===== src/rtl/program_loader.sv =====
// Boot loader: gathers a little-endian byte stream into 32-bit words, writes them
// sequentially into instruction memory, and releases the CPU once the load completes.
module program_loader #(
   parameter int ADDR_WIDTH = 8
) (
   input  logic                  clk,
   input  logic                  rst,
   input  logic                  load_req,
   input  logic [ADDR_WIDTH:0]   len,
   input  logic                  abort,
   input  logic                  in_valid,
   input  logic [7:0]            in_data,
   output logic                  in_ready,
   output logic                  imem_we,
   output logic [31:0]           imem_addr,
   output logic [31:0]           imem_wdata,
   output logic                  cpu_start,
   output logic                  busy,
   output logic                  done,
   output logic [ADDR_WIDTH:0]   words_loaded
);

   typedef enum logic [1:0] {IDLE, RECV, WRITE, FINISH} state_t;

   state_t                state_reg, state_next;
   logic [ADDR_WIDTH:0]   len_reg;
   logic [ADDR_WIDTH:0]   index_reg;
   logic [ADDR_WIDTH:0]   index_inc;
   logic [ADDR_WIDTH:0]   words_reg;
   logic [1:0]            byte_cnt_reg;
   logic [31:0]           asm_reg;
   logic                  cpu_start_reg;
   logic                  byte_acc;

   // A byte arriving alongside abort is dropped with the rest of the partial word.
   assign byte_acc  = (state_reg == RECV) && in_valid && !abort;
   assign index_inc = index_reg + 1'b1;

   always_comb begin
      state_next = state_reg;
      in_ready   = 1'b0;
      imem_we    = 1'b0;
      busy       = 1'b1;
      done       = 1'b0;
      case (state_reg)
         IDLE: begin
            busy = 1'b0;
            if (load_req)
               state_next = (len == '0) ? FINISH : RECV;
         end
         RECV: begin
            in_ready = 1'b1;
            if (abort)
               state_next = IDLE;
            else if (byte_acc && byte_cnt_reg == 2'd3)
               state_next = WRITE;
         end
         WRITE: begin
            imem_we = 1'b1;
            if (abort)
               state_next = IDLE;
            else if (index_inc == len_reg)
               state_next = FINISH;
            else
               state_next = RECV;
         end
         FINISH: begin
            done       = 1'b1;
            state_next = IDLE;
         end
         default: state_next = IDLE;
      endcase
   end

   always_ff @(posedge clk or negedge rst) begin
      if (!rst) begin
         state_reg     <= IDLE;
         len_reg       <= '0;
         index_reg     <= '0;
         words_reg     <= '0;
         byte_cnt_reg  <= 2'd0;
         asm_reg       <= '0;
         cpu_start_reg <= 1'b0;
      end else begin
         state_reg <= state_next;
         case (state_reg)
            IDLE: begin
               if (load_req) begin
                  len_reg       <= len;
                  index_reg     <= '0;
                  words_reg     <= '0;
                  byte_cnt_reg  <= 2'd0;
                  cpu_start_reg <= 1'b0;
               end
            end
            RECV: begin
               if (abort) begin
                  byte_cnt_reg <= 2'd0;
               end else if (byte_acc) begin
                  asm_reg[{byte_cnt_reg, 3'b000} +: 8] <= in_data;
                  byte_cnt_reg <= byte_cnt_reg + 2'd1;
               end
            end
            WRITE: begin
               // The write happens even when aborted, so the word still counts.
               index_reg <= index_inc;
               words_reg <= words_reg + 1'b1;
            end
            FINISH: cpu_start_reg <= 1'b1;
            default: ;
         endcase
      end
   end

   assign imem_addr    = {{(32 - ADDR_WIDTH - 3){1'b0}}, index_reg, 2'b00};
   assign imem_wdata   = asm_reg;
   assign cpu_start    = cpu_start_reg;
   assign words_loaded = words_reg;

endmodule


===== config.mk =====
export PLATFORM = sky130hd
export DESIGN_NAME = program_loader
export DESIGN_NICKNAME = d
export VERILOG_FILES = /design/src/rtl/program_loader.sv
export SDC_FILE = /design/constraint.sdc
export NUM_CORES = 1
export LEC_CHECK = 0
export CORE_ASPECT_RATIO = 0.9
export CORE_UTILIZATION = 45
export DETAILED_ROUTE_END_ITERATION = 6
export PLACE_DENSITY_LB_ADDON = 0.1
export SLEW_MARGIN = 0
export SYNTH_ARGS = -nofsm -noshare
export SYNTH_HDL_FRONTEND = slang
export SYNTH_SLANG_ARGS = --single-unit

===== constraint.sdc =====
create_clock -name clk -period 2.73 [get_ports clk]
set_input_delay 0.819 -clock clk [delete_from_list [all_inputs] [get_ports clk]]
set_output_delay 0.819 -clock clk [all_outputs]
set_load 0.05 [all_outputs]

# After elaboration in Yosys (flattened, before gate mapping)
# Cells that the tools add are included.
[word_totals]
ff_bits = 64
input_bits = 22
out_inout_bits = 78
wordCells = 58
[op_classes]
addsub = 4
eq_ne = 8
shift = 2
n_mux = 21
bitwise_logic = 1
reduce_logical = 15
[ops]
columns = ["op", "count"]
rows = [
  ["$pmux W9 S2", 2],
  ["$bwmux W32", 1],
  ["$shift A8 B7 Y32 const A", 1],
  ["$shiftx A8 B7 Y32", 1],
  ["$add A9 B1 Y9 const B", 2],
  ["$mux W2", 9],
  ["$eq A9 B9 Y1", 1],
  ["$logic_not A9 Y1", 1],
  ["$mux W9", 1],
  ["$pmux W2 S4", 1],
  ["$reduce_and A2 Y1", 4],
  ["$neg A5 Y7", 1],
  ["$eq A2 B2 Y1 const B", 3],
  ["$reduce_and A3 Y1", 2],
  ["$reduce_bool A2 Y1", 3],
  ["$mux W1", 5],
  ["$pmux W2 S2", 1],
  ["$logic_and A1 B1 Y1", 3],
  ["$ne A3 B2 Y1 const B", 1],
  ["$ne A3 B3 Y1 const B", 1],
  ["$add A2 B1 Y2 const B", 1],
  ["$eq A2 B1 Y1 const B", 1],
  ["$logic_not A2 Y1", 1],
  ["$ne A2 B2 Y1 const B", 1],
  ["other kinds (3)", 3],
]

# Longest topological paths before layout
[depth]
word_depth = 7
ltp_mapped = 7

# Least setup slack after synthesis
# Ideal clock, no wire load.
[synth_timing]
path_kind = "register -> output"
from = "reg state_reg[0]"
to = "out imem_we"
t_arrival_ns = 1.375
path_slack_ns = 0.536
path_stages_with_launch = 4
n_path_buf = 1
path_cell_list = "dfrtp_1 nand2b_1 inv_2 clkbuf_1"
[synth_between]
elab_chain_len = 2
[synth_rtl]
columns = ["element", "line", "rtl"]
rows = [
  ["start, declared", "25", "state_t state_reg, state_next;"],
  ["start signal, assigned", "85", "state_reg <= state_next;"],
  ["$eq A2 B2 Y1", "45", "case (state_reg)"],
  ["$mux W1", "45", ""],
  ["end, declared", "14", "output logic imem_we,"],
]
# No other way between the ends.

# Worst setup path in the final report
[layout_timing]
from = "reg state_reg[1]"
to = "out done"
[layout_between]
elab_chain_len = 2
[layout_rtl]
columns = ["element", "line", "rtl"]
rows = [
  ["$eq A2 B2 Y1", "45", ""],
  ["$mux W1", "45", ""],
  ["end, declared", "19", "output logic done,"],
]
# No other way between the ends.

==> metrics <==
CP endpoint kind=output port; maximum root-to-sink buffer count=2; nets=between 400 and 500; max reg flops=32; Slew Limit Fails=0; Synthesis Warnings=0; CTS buffer count=9; Max Fanout on Critical Path=7; WS Path Type=reg2out; slowest library cell on the worst path=clkdlybuf4s50_1; Leak=about 1.9 nW; Hold WC Path Type=in2async; hold buffer count at CTS=0; TNS Setup=0 ns; pwr dens=630 nW/um^2; FP Rows=28; Die X-Extent=approximately 91 um; DP Worst Slack=around 0.24 ns; area of the multi-input gates=~1500 um^2; I/O Buffers=76; Cells after Synth=about 340; vias post-DR=2638; sequential standard cell area=between 1500 and 2000 um^2; CP Launch Type=flip-flop; initial antenna violation count=0; antenna-violating nets left=0; GPL Wtd Cong=~0.77; Initial Util=0.480; worst path cell trace=and2_1 > clkdlybuf4s50_1; Clock Pin Slew Worst Setup and Hold Paths=around 0.07 ns; CTS H-Tree Depth=3; setup ws final=~0.11 ns; post-route cell area=between 4000 and 5000 um^2; register area share after synthesis=0.494; main area contributors after synthesis=dfrtp_1, nand2_1, buf_4; WP data arrival=between 1.5 and 2 ns; Slew @ Worst Pin=0.958 ns; Global Route Usage Sum=0.218; CTS tree=done; # clock sinks=64; area of placed instances=slightly above 4000 um^2; Max-cap violations=0; DR pass1 iterations=4; Synth top area share=0.494; Mapped Area=~3200 um^2; launch point of the worst reg-to-reg path=index_reg[0]; clk_lat worst skew=~0.34 ns; first-pass GRT wire length=roughly 12000 um; final setup violation count=0; Synth cell types=45; Avg Inst Size Synth=9.46 um^2; post-DR wirelength/cell=14.7 um; ys async rst share=1.00; Largest stage delay, worst path=0.81 ns; Clock Skew=roughly 0.0068 ns; Top Family by Delay on Critical Path=buffers and inverters; die area=around 7600 um^2; Rel. slew slack=0.361; FF-to-FF setup slack=0.66 ns; area grow syn2layout=30.6%; DRT iter0 DRCs=approximately 150; Antenna Cells=0; Worst EP required=around 1.9 ns; Residual DRC=0; Die Height=a little over 80 um; largest net degree at the start of global routing=24; maximum vdd drop=approximately 0.00053 V; part of the cycle the worst path needs=0.961; vias in the first global route=about 2400; min Tclk post-route=2.62 ns; grt ovf=0; Post-synth EDFFs=0; vias per inst=about 5.1; Post-Route WL=7680 um; fmax=~380 MHz; Final Hold Fails=0; clk root buf=clkbuf_8; Primary FF master, synth=dfrtp_1; DPL Wire Length=roughly 5500 um; Core ar.=about 6800 um^2; crit path buf inv count=1; Worst R2R Path Depth=6; share of layout cells above drive strength 1=0.0858; cell taking the most area after synthesis=dfrtp_1; FILL cells=620; outcome=finished clean; FF-to-FF End=state_reg[1]; top-level port count=100; #FFs+latches synth=64; RSZ-0062 raised after global routing=no
## Yosys cell counts, types with 4 or more instances
cell,instances
o21ai_1,31
a21oi_1,5
mux2_1,8
ha_1,7
buf_4,24
nor2_1,10
nand2_1,85
inv_1,5
dfrtp_1,64
o21ai_0,12
nand3_1,18
nand4_1,4
xor2_1,6
buf_2,6
xnor2_1,7
## cell usage in the layout, fill, tap and decap left out, types with 3 or more instances in the layout
cell,netlist,layout
xnor2_1,7,7
mux2i_1,3,3
buf_4,24,7
nand2_2,3,3
nand3_1,18,18
o21ai_0,12,12
a21oi_1,5,5
a31oi_1,3,3
nor3_1,3,3
nor4_1,3,3
nor2_1,10,10
mux2_1,8,8
clkbuf_8,0,11
xor2_1,6,6
nand4_1,4,4
ha_1,7,7
o21ai_1,31,31
inv_1,5,5
nand2_1,85,85
dfrtp_1,64,64
clkdlybuf4s50_1,0,73
conb_1,1,23
nor3b_1,3,3
## metal layers
layer / vias up / wire, um / track usage / part of all wire
met5: - / 0 / 0 / 0
met4: 0 / 72 / 0.0587 / 0.0094
met3: 7 / 464 / 0.0705 / 0.060
met2: 88 / 3480 / 0.338 / 0.45
met1: 1261 / 3660 / 0.294 / 0.48
li1: 1282 / - / - / -
## cell type report
type | instances | share of cell area
flip-flops and latches | 64 | 0.378
inverters | 6 | 0.00532
repair buffers | 83 | 0.194
clock inverters | 3 | 0.00945
well taps | 90 | 0.0266
clock buffers | 13 | 0.0375
multi-input cells | 262 | 0.349
## how the worst max path moves through the flow
stage	start	end	slack, ns	cells past startpoint
floorplan	state_reg[0]	imem_we	0.54	3
global placement	abort	imem_wdata[3]	0.32	6
detailed placement	load_req	words_loaded[2]	0.24	4
CTS	state_reg[1]	busy	0.004	3
global route	state_reg[1]	done	0.005	2
finish	state_reg[1]	done	0.11	2
## report_power, final
group	switching, mW	internal (mW)	leakage [nW]
clock	0.358	0.469	0.103
combinational	0.486	0.246	0.923
sequential	0.0699	1.04	0.863
total	0.914	1.76	1.89
## cell families after synthesis
group | Yosys count | synth area share
buffers and inverters | 39 | 0.0752
adders and majority gates | 7 | 0.0270
and+or+nand+nor | 144 | 0.212
DFF | 64 | 0.494
xor gates and xnor gates | 14 | 0.0401
other | 1 | 0.00116
muxes | 13 | 0.0440
AOI/OAI and AO/OA | 61 | 0.106
## through the flow
step | hold WS (ns) | total power, mW | util | instances
after floorplan | 0.484 | 1.63 | - | 365
after global placement | 0.452 | 1.85 | 0.597 | 505
after detailed placement | 0.457 | 1.86 | 0.597 | 505
after CTS | 0.431 | 2.69 | 0.626 | 521
after global routing | 0.459 | 2.78 | 0.627 | 521
final | 0.431 | 2.67 | 0.627 | 521
## timing repair
item | in CTS | in global routing
setup endpoints to repair | 0 | 1
setup buffers | 0 | 0
gates resized for setup | 0 | 1
No activity file was read; power rests on OpenSTA's default activity.
==> RTL change (same settings) <==
`ADDR_WIDTH`: 8 -> 6.
--- a/src/rtl/program_loader.sv
+++ b/src/rtl/program_loader.sv
@@ -2,5 +2,5 @@
 // sequentially into instruction memory, and releases the CPU once the load completes.
 module program_loader #(
-   parameter int ADDR_WIDTH = 8
+   parameter int ADDR_WIDTH = 6
 ) (
    input  logic                  clk,
Interface: changed (resized len and words_loaded); port bits go from 100 to 96. The function was not compared with the original's and may differ.
==> RTL change against the unedited design <==
Worst setup slack gained 3.9 ps; via count shrank 9.1%; global-route usage shrank 0.71 points; cell area shrank 10%; count of clock-buffer cells in the layout shrank 2; first-iteration DRC count shrank 27%; power shrank 11%; critical path depth is the same; sequential cell count shrank 6; synthesized area shrank 11%; wire length shrank 14%; largest power group unchanged; core utilization shrank 0.98 points; non-clock buffer count shrank 8.
==> RTL change: results (changes against the unedited design) <==
.. list-table::
   :header-rows: 1

   * - Metric
     - Value
   * - Largest fanout of any net on the critical path
     - 11 (+4)
   * - Final weighted congestion in routability-driven placement
     - 0.8409 (+9.9%)
   * - Number of vias in the routed layout
     - 2,399 (-9.1%)
   * - Endpoint of the lowest-slack register-to-register path
     - index_reg[6]
   * - Placed insts
     - 477 (-5.5%)
   * - Layout cell share with drive strength beyond 1
     - 6.158% (-2.4 points)
   * - Worst R2R Path Depth
     - 5 (-1)
   * - Hold slack final
     - 476.8 ps (+45.71 ps)
   * - Placed instance area
     - 3596 sq um (-11%)
   * - First-pass GRT wire length
     - 10,700 um (-14%)
   * - Fillers
     - 541 (-13%)
   * - Unique masters post-synth
     - 38 (-16%)
   * - Worst voltage drop across the vdd grid
     - 312.6 uV (-41%)
   * - Routed wire length
     - 6624 um (-14%)
   * - GRT Overall Usage
     - 21.04% (-0.71 points)
   * - Setup clock skew after layout
     - 4.829 ps (-1.944 ps)
   * - Synth top area cells
     - sky130_fd_sc_hd__dfrtp_1, sky130_fd_sc_hd__nand2_1, sky130_fd_sc_hd__o21ai_0
   * - Number of nets in the finished design
     - 428 (-5.9%)
   * - Sequential cell area fraction in the yosys report
     - 50.15% (+0.77 points)
   * - Lkg Pwr
     - 1.715 nW (-9.3%)
   * - Reg-to-reg setup timing slack
     - 850 ps (+190 ps)
   * - Path class of the lowest-slack min-delay path
     - register to register
   * - Outcome
     - finished, final reports clean
   * - Met3 wirelength from detailed routing
     - 476 um (+2.6%)
   * - Met2 wire len
     - 3061 um (-12%)
[RTL change: cell count changes after synthesis, moves of 5 or more]
| cell | delta |
|---|---|
| sky130_fd_sc_hd__dfrtp_1 | -6 |
| sky130_fd_sc_hd__nand2_1 | +20 |
| sky130_fd_sc_hd__o21ai_1 | -28 |
| sky130_fd_sc_hd__o21ai_0 | +34 |
| sky130_fd_sc_hd__nor2_1 | -5 |
| sky130_fd_sc_hd__nand3_1 | -10 |
| sky130_fd_sc_hd__mux2_1 | -8 |
[RTL change: worst max path at each step]
| stage | cells past startpoint | to |
|---|---|---|
| 4_1_cts | 2 | busy |
| 3_3_place_gp | 5 | index_reg[4] |
| 6_report | 2 | in_ready |
| 5_1_grt | 2 | in_ready |
| 2_1_floorplan | 2 | in_ready |
| 3_5_place_dp | 5 | imem_wdata[21] |
[RTL change: final cells by class]
type | instances | area, sq um | area share, %
Clock buffer | 11 | 141.4 | 3.728
Clock inverter | 5 | 53.80 | 1.419
Inverter | 5 | 18.77 | 0.4949
Multi-Input combinational cell | 252 | 1274 | 33.59
Sequential cell | 58 | 1451 | 38.27
Tap cell | 87 | 108.9 | 2.870
Timing Repair Buffer | 75 | 744.5 | 19.63
[RTL change: layer usage]
| layer | global-route usage [%] | up-vias |
|---|---|---|
| met2 | 31.59 | 92 |
| met4 | 7.000 | 0 |
| li1 | - | 1185 |
| met5 | 0 | - |
| met3 | 6.309 | 2 |
| met1 | 29.10 | 1120 |
[RTL change: metrics by stage]
stage / power (mW) / utilization, % / setup slack [ps]
2_1_floorplan: 1.431 / - / 660.2
3_5_place_dp: 1.613 / 58.49 / 302.5
4_1_cts: 2.399 / 61.64 / 14.01
6_report: 2.379 / 61.68 / 110.5
3_3_place_gp: 1.603 / 58.49 / 342.1
5_1_grt: 2.480 / 61.68 / 25.68
[RTL change: critical path, cell delays in order (launching register included)]
cell,delay [ps]
sky130_fd_sc_hd__dfrtp_1,510
sky130_fd_sc_hd__nor2b_1,160
sky130_fd_sc_hd__clkdlybuf4s50_1,810
[RTL change: power groups by stage]
stage	Clock [mW]	Sequential, mW	Combinational (mW)
global route	0.833	0.993	0.654
detailed placement	0	0.999	0.614
finish	0.783	0.983	0.613
global placement	0	0.998	0.606
CTS	0.800	0.984	0.616
floorplan	0	1.15	0.278
[RTL change: repair_timing]
item	CTS	global route
endpoints found under the setup margin	1	1
resized for setup	1	1
cloned	0	0
setup buffers	0	0
[RTL change: kinds of logic after synthesis]
family | count (synthesis) | share of synthesized area (%)
adder cells (fa/ha/maj) | 7 | 3.026
AO/OA/AOI/OAI | 64 | 11.98
XOR/XNOR | 12 | 3.632
multiplexers | 1 | 0.3459
buffers and inverters | 42 | 8.949
other | 1 | 0.1296
AND/OR/NAND/NOR | 143 | 21.79
flip-flops | 58 | 50.15
